==> src/rtl/fsub_seq.sv <==
// fsub_seq: area-reduced multi-cycle IEEE-754 single-precision subtractor, y = x1 - x2.
// One operand is aligned one bit per cycle, the sum is normalised one bit per cycle,
// and a single 27-bit adder does the add/subtract. Operands are captured on start.
module fsub_seq #(
   parameter int unsigned MAX_ALIGN = 31
) (
   input  logic        clk,
   input  logic        rstn,
   input  logic        start,
   input  logic [31:0] x1,
   input  logic [31:0] x2,
   output logic        busy,
   output logic        done,
   output logic [31:0] y,
   output logic        ovf
);

   localparam int unsigned CW = $clog2(MAX_ALIGN + 1);
   localparam int unsigned SW = 25 + MAX_ALIGN;

   typedef enum logic [2:0] {
      StIdle, StUnpack, StAlign, StAdd, StNorm, StRound, StDone
   } state_t;

   state_t          state_q;
   logic [31:0]     x1_q, x2_q;
   logic [24:0]     ms_q;
   logic [7:0]      exp_q;
   logic            ss_q;
   logic [SW-1:0]   mia_q;
   logic [CW-1:0]   cnt_q;
   logic [26:0]     mye_q;
   logic            sticky_q;

   logic [7:0]      e1, e2, e1a, e2a, de;
   logic [24:0]     m1f, m2f;
   logic            s1, s2e, op_add, pick1, special;
   logic [CW-1:0]   de_c;
   logic [31:0]     spec_y;
   logic [26:0]     mia_top, sum;
   logic            need_now, need_next;
   logic            inc;
   logic [24:0]     rnd;
   logic [7:0]      re;
   logic [22:0]     rm;
   logic            rs;

   // Operand unpacking, larger-operand selection and special-value result
   always_comb begin
      e1      = x1_q[30:23];
      e2      = x2_q[30:23];
      e1a     = (e1 == 8'd0) ? 8'd1 : e1;
      e2a     = (e2 == 8'd0) ? 8'd1 : e2;
      m1f     = {1'b0, (e1 != 8'd0), x1_q[22:0]};
      m2f     = {1'b0, (e2 != 8'd0), x2_q[22:0]};
      s1      = x1_q[31];
      s2e     = ~x2_q[31];
      op_add  = (s1 == s2e);
      // Equal exponents and equal mantissas pick x2
      pick1   = (e1a > e2a) || ((e1a == e2a) && (m1f > m2f));
      de      = pick1 ? (e1a - e2a) : (e2a - e1a);
      de_c    = ({24'd0, de} > MAX_ALIGN) ? CW'(MAX_ALIGN) : CW'(de);
      special = (e1 == 8'hFF) || (e2 == 8'hFF);
      spec_y  = 32'd0;
      if ((e1 == 8'hFF) && (e2 == 8'hFF)) begin
         if (x2_q[22:0] != 23'd0)      spec_y = {s2e, 8'hFF, 1'b1, x2_q[21:0]};
         else if (x1_q[22:0] != 23'd0) spec_y = {s1, 8'hFF, 1'b1, x1_q[21:0]};
         else if (op_add)              spec_y = {s1, 8'hFF, 23'd0};
         else                          spec_y = 32'hFFC00000;
      end else if (e1 == 8'hFF) begin
         spec_y = {s1, 8'hFF, (x1_q[22:0] != 23'd0), x1_q[21:0]};
      end else begin
         spec_y = {s2e, 8'hFF, (x2_q[22:0] != 23'd0), x2_q[21:0]};
      end
   end

   // Shared adder, normalisation decisions and round-to-nearest-even result
   always_comb begin
      mia_top   = mia_q[SW-1 -: 27];
      sum       = op_add ? ({ms_q, 2'b00} + mia_top) : ({ms_q, 2'b00} - mia_top);
      need_now  = (mye_q != 27'd0) && !mye_q[25] && (exp_q > 8'd1);
      // After one more left shift: the value stays nonzero, bit24 becomes bit25
      need_next = !mye_q[24] && (exp_q > 8'd2);
      inc       = mye_q[1] & (mye_q[0] | (sticky_q ? op_add : mye_q[2]));
      rnd       = mye_q[26:2] + {24'd0, inc};
      if (rnd[24]) begin
         re = exp_q + 8'd1;
         rm = 23'd0;
      end else if (!rnd[23]) begin
         // No hidden bit: denormal or exact zero
         re = 8'd0;
         rm = rnd[22:0];
      end else begin
         re = exp_q;
         rm = rnd[22:0];
      end
      rs = (rnd == 25'd0) ? (s1 & s2e) : ss_q;
   end

   // Sequencer: state, datapath registers and registered handshake/result outputs
   always_ff @(posedge clk) begin
      if (!rstn) begin
         state_q  <= StIdle;
         busy     <= 1'b0;
         done     <= 1'b0;
         y        <= 32'd0;
         ovf      <= 1'b0;
         x1_q     <= 32'd0;
         x2_q     <= 32'd0;
         ms_q     <= 25'd0;
         exp_q    <= 8'd0;
         ss_q     <= 1'b0;
         mia_q    <= '0;
         cnt_q    <= '0;
         mye_q    <= 27'd0;
         sticky_q <= 1'b0;
      end else begin
         unique case (state_q)
            StIdle: begin
               if (start) begin
                  x1_q    <= x1;
                  x2_q    <= x2;
                  busy    <= 1'b1;
                  state_q <= StUnpack;
               end
            end
            StUnpack: begin
               if (special) begin
                  y       <= spec_y;
                  ovf     <= 1'b0;
                  done    <= 1'b1;
                  busy    <= 1'b0;
                  state_q <= StDone;
               end else begin
                  ms_q    <= pick1 ? m1f : m2f;
                  exp_q   <= pick1 ? e1a : e2a;
                  ss_q    <= pick1 ? s1 : s2e;
                  mia_q   <= {(pick1 ? m2f : m1f), {MAX_ALIGN{1'b0}}};
                  cnt_q   <= de_c;
                  state_q <= (de_c == '0) ? StAdd : StAlign;
               end
            end
            StAlign: begin
               mia_q <= mia_q >> 1;
               cnt_q <= cnt_q - 1'b1;
               if (cnt_q == CW'(1)) state_q <= StAdd;
            end
            StAdd: begin
               mye_q    <= sum;
               sticky_q <= |mia_q[SW-28:0];
               state_q  <= StNorm;
            end
            StNorm: begin
               if (mye_q[26]) begin
                  if (exp_q == 8'd254) begin
                     // Overflow: pattern rounds to nothing and packs as infinity
                     exp_q    <= 8'hFF;
                     mye_q    <= {2'b01, 25'd0};
                     sticky_q <= 1'b0;
                  end else begin
                     exp_q    <= exp_q + 8'd1;
                     mye_q    <= {1'b0, mye_q[26:1]};
                     sticky_q <= sticky_q | mye_q[0];
                  end
                  state_q <= StRound;
               end else if (need_now) begin
                  mye_q <= {mye_q[25:0], 1'b0};
                  exp_q <= exp_q - 8'd1;
                  if (!need_next) state_q <= StRound;
               end else begin
                  state_q <= StRound;
               end
            end
            StRound: begin
               y       <= {rs, re, rm};
               ovf     <= (re == 8'hFF);
               done    <= 1'b1;
               busy    <= 1'b0;
               state_q <= StDone;
            end
            StDone: begin
               done    <= 1'b0;
               state_q <= StIdle;
            end
            default: state_q <= StIdle;
         endcase
      end
   end

endmodule

==> config.mk <==
export PLATFORM = sky130hd
export DESIGN_NAME = fsub_seq
export DESIGN_NICKNAME = d
export VERILOG_FILES = /design/src/rtl/fsub_seq.sv
export SDC_FILE = /design/constraint.sdc
export NUM_CORES = 1
export LEC_CHECK = 0
export ABC_CLOCK_PERIOD_IN_PS = 6950
export BUFFER_PORTS_ARGS = -buffer_cell sky130_fd_sc_hd__buf_2
export CORE_ASPECT_RATIO = 0.5
export CORE_MARGIN = 8
export CORE_UTILIZATION = 45
export CTS_CLUSTER_DIAMETER = 80
export DETAILED_ROUTE_END_ITERATION = 10
export HOLD_SLACK_MARGIN = 0.02
export PLACE_DENSITY = 0.67
export SLEW_MARGIN = 10
export SYNTH_ARGS = -nofsm -noshare
export SYNTH_HDL_FRONTEND = slang
export SYNTH_SLANG_ARGS = --single-unit
==> constraint.sdc <==
create_clock -name clk -period 6.95 [get_ports clk]
set_input_delay 0.3475 -clock clk [delete_from_list [all_inputs] [get_ports clk]]
set_output_delay 0.3475 -clock clk [all_outputs]
set_load 0.005 [all_outputs]
==> flow_summary.json <==
{
  "grt_pass1_wl_microns": 75100,
  "worst_path_dominant_cell_family": "simple AND/OR/NAND/NOR gates",
  "power_density_mw_per_mm2": 403,
  "clock_skew_ns": 0.0187,
  "diodes": 0,
  "path_cells": "or4_1, nor2_1, nor2_1, inv_1, ha_1, inv_1, fa_1, a41o_2, o31ai_4, a211oi_4, buf_4, nor2_4, buf_4, mux2i_1, xor2_1, a41oi_1, nor3_2",
  "cp.arrival_ns": 5.15,
  "crit_start": "x2_q[24]",
  "cts_tree": "yes",
  "syn_avg_cell_area_sq_um": 7.41,
  "die_y_microns": 144,
  "setup_viol": 0,
  "synth_cell_types": 78,
  "min_period_ns": 4.69,
  "num_rows": 47,
  "grt_max_degree": 122,
  "netlist_area_sq_mm": 0.0148,
  "dieWidth_microns": 272,
  "relSlewSlack_pct": 20.6,
  "remaining_drc_errors": 0,
  "synth_nets": 2164,
  "grt_pass1_vias": 13000,
  "clock_path_buffers": 3,
  "max_stage_delay_ns": 0.69,
  "viasPerCell": 6.03,
  "hold_path_class": "input pin to flop",
  "period_share_pct": 67.5,
  "wirelength_microns": 48400,
  "seqCellArea_sq_mm": 0.00446,
  "area_growth_pct": 8.95,
  "multi_input_area_sq_mm": 0.00923,
  "fin_setup_tns_ns": 0,
  "leakagePower_nw": 6.21,
  "synth_cells": 1996,
  "nFillCells": 3348,
  "die_area_sq_mm": 0.0393,
  "final_hold_viol_count": 0,
  "io_pins": 102,
  "dr_total_vias": 14600,
  "r2r_setup_slack_ns": 2.26,
  "clk_latency_ns": 0.54,
  "grt_usage_pct": 23.6,
  "critical_path_class": "flop to flop",
  "cts-resized-gates": 0,
  "tightestPinTransition_ns": 1.19,
  "ys_seq_area_share_pct": 30.2,
  "design_area_sq_mm": 0.0161,
  "fin_nets": 2140,
  "path_depth": 17,
  "start_util_pct": 45.3,
  "cts.sinks": 223,
  "cts_buffers": 23,
  "overflow": 0,
  "start_kind": "flop",
  "ctsHoldBuffers": 0,
  "utilization_pct": 49.3,
  "critPathMaxFanout": 67,
  "ir_drop_v": 0.000286,
  "maxCapViolations": 0,
  "r2r_cells": 17,
  "yosys_warnings": 0,
  "timing.rr.end": "state_q[0]",
  "ys_seq_elements": 223,
  "htree_levels": 1,
  "drive_above_1_share_pct": 9.41,
  "io_buffer_count": 101,
  "antenna_found_initial": 0,
  "wl_per_cell_microns": 19.9,
  "place_area_sq_mm": 0.0153,
  "synth_ff_type": "dfxtp_1",
  "slowest_stage": "buf_4",
  "endpoint": "state_q[0]",
  "root_buffer": "clkbuf_16",
  "post-cts-setup-buffers": 0,
  "cp.required_ns": 7.41,
  "endpoint_kind": "flop",
  "drt-initial-drc-count": 1506,
  "path_buf_inv": 4,
  "dr.pass1.iters": 6,
  "path_clk_slew_ns": 0.07,
  "gp_congestion": 0.950,
  "synth_edf_count": 0,
  "timing.fmax_mhz": 213,
  "reg2reg_from": "x2_q[24]",
  "status": "finished clean",
  "core_area_sq_mm": 0.0327,
  "post-dp-hpwl_microns": 35700,
  "report.final.slew_viol_count": 0,
  "ant_nets": 0,
  "synthArstFlopShare_pct": 0,
  "rsz0062_at_grt": "no"
}
==> kinds of logic (layout without fill, tap and decap cells) <==
group | after synthesis | after routing | share of synthesized area [%]
DFF | 223 | 223 | 30.2
buffers and inverters | 281 | 273 | 7.60
muxes | 37 | 37 | 2.51
and+or+nand+nor | 693 | 693 | 21.2
AOI/OAI and AO/OA | 598 | 598 | 26.0
adders and majority gates | 101 | 101 | 8.69
xor gates and xnor gates | 63 | 63 | 3.86
==> placed cells by master, fill, tap and decap left out, types with 14 or more instances in the layout <==
cell,count
nand2_1,263
a21oi_1,227
dfxtp_1,223
nor2_1,199
o21ai_0,109
inv_1,107
buf_2,101
ha_1,98
nand3_1,67
a221oi_1,44
xnor2_1,42
mux2i_1,36
nor4_1,29
a22oi_1,27
a311oi_1,27
nand4_1,26
nor3_1,26
a211oi_1,25
o221ai_1,24
clkbuf_16,23
buf_4,21
xor2_1,20
o211ai_1,16
and3_1,14
==> state kept, by name, indices dropped and copies added, names as in the netlist, 3 cells and up <==
signal and count:
cnt_q 5, x1_q 32, ms_q 24, mye_q 27, exp_q 8, state_q 3
x2_q 32, y 32, mia_q 55
==> layer usage <==
layer  wire, microns  track usage (%)  vias to the layer above  part of all wire, %
li1                -                -                     7071                    -
met4            1450             7.79                        0                  3.0
met5               0                0                        -                    0
met1           22700             34.3                     6976                   47
met2           20400             34.7                      529                   42
met3            3770             4.31                       69                  7.8
==> cell usage after synthesis, types with 29 or more instances <==
| cell | number | area share (%) |
|---|---|---|
| o21ai_0 | 111 | 3.8 |
| ha_1 | 98 | 8.3 |
| dfxtp_1 | 223 | 30 |
| clkbuf_1 | 140 | 3.6 |
| nor4_1 | 29 | 1.2 |
| a221oi_1 | 44 | 2.6 |
| nor2_1 | 201 | 5.1 |
| nand3_1 | 67 | 2.3 |
| a21oi_1 | 227 | 7.7 |
| inv_1 | 107 | 2.7 |
| nand2_1 | 265 | 6.7 |
| mux2i_1 | 36 | 2.4 |
| xnor2_1 | 42 | 2.5 |
==> cell type report <==
type,instances,area share [%]
clock inverters,8,0.800
inverters,110,2.59
clock buffers,33,4.11
well taps,441,3.42
repair buffers,122,4.11
multi-input cells,1492,57.3
flip-flops and latches,223,27.7
==> where the power goes <==
part | internal (W) | total (W) | switching, W
combinational | 0.00130 | 0.00337 | 0.00208
sequential | 0.00146 | 0.00180 | 0.000334
clock | 0.000778 | 0.00133 | 0.000547
total | 0.00354 | 0.00650 | 0.00296
==> tightest hold or removal path, delay by kind of cell <==
family,cells,cell delay (ns)
AND/OR/NAND/NOR,1,0.05
AO/OA/AOI/OAI,1,0.05
buffers and inverters,1,0.09
==> worst min path at each step <==
stage	slack (ns)	end	start	cells past startpoint
floorplan	0.44	mia_q[12]	mia_q[13]	2
global placement	0.45	mia_q[10]	mia_q[11]	2
detailed placement	0.46	mia_q[23]	mia_q[24]	2
CTS	0.03	x2_q[3]	x2[3]	3
global route	0.04	x2_q[10]	x2[10]	3
finish	0.04	x2_q[3]	x2[3]	3
==> stage by stage <==
step                setup slack, ns  instances  power, W  hold WS [ns]
finish                         2.26       2429   0.00650        0.0420
global route                   2.00       2429   0.00691        0.0352
floorplan                      2.91       1996   0.00430         0.440
CTS                            2.35       2429   0.00645        0.0303
detailed placement             2.37       2388   0.00512         0.461
global placement               2.47       2388   0.00510         0.454
Power figures use the tool's default switching activity.
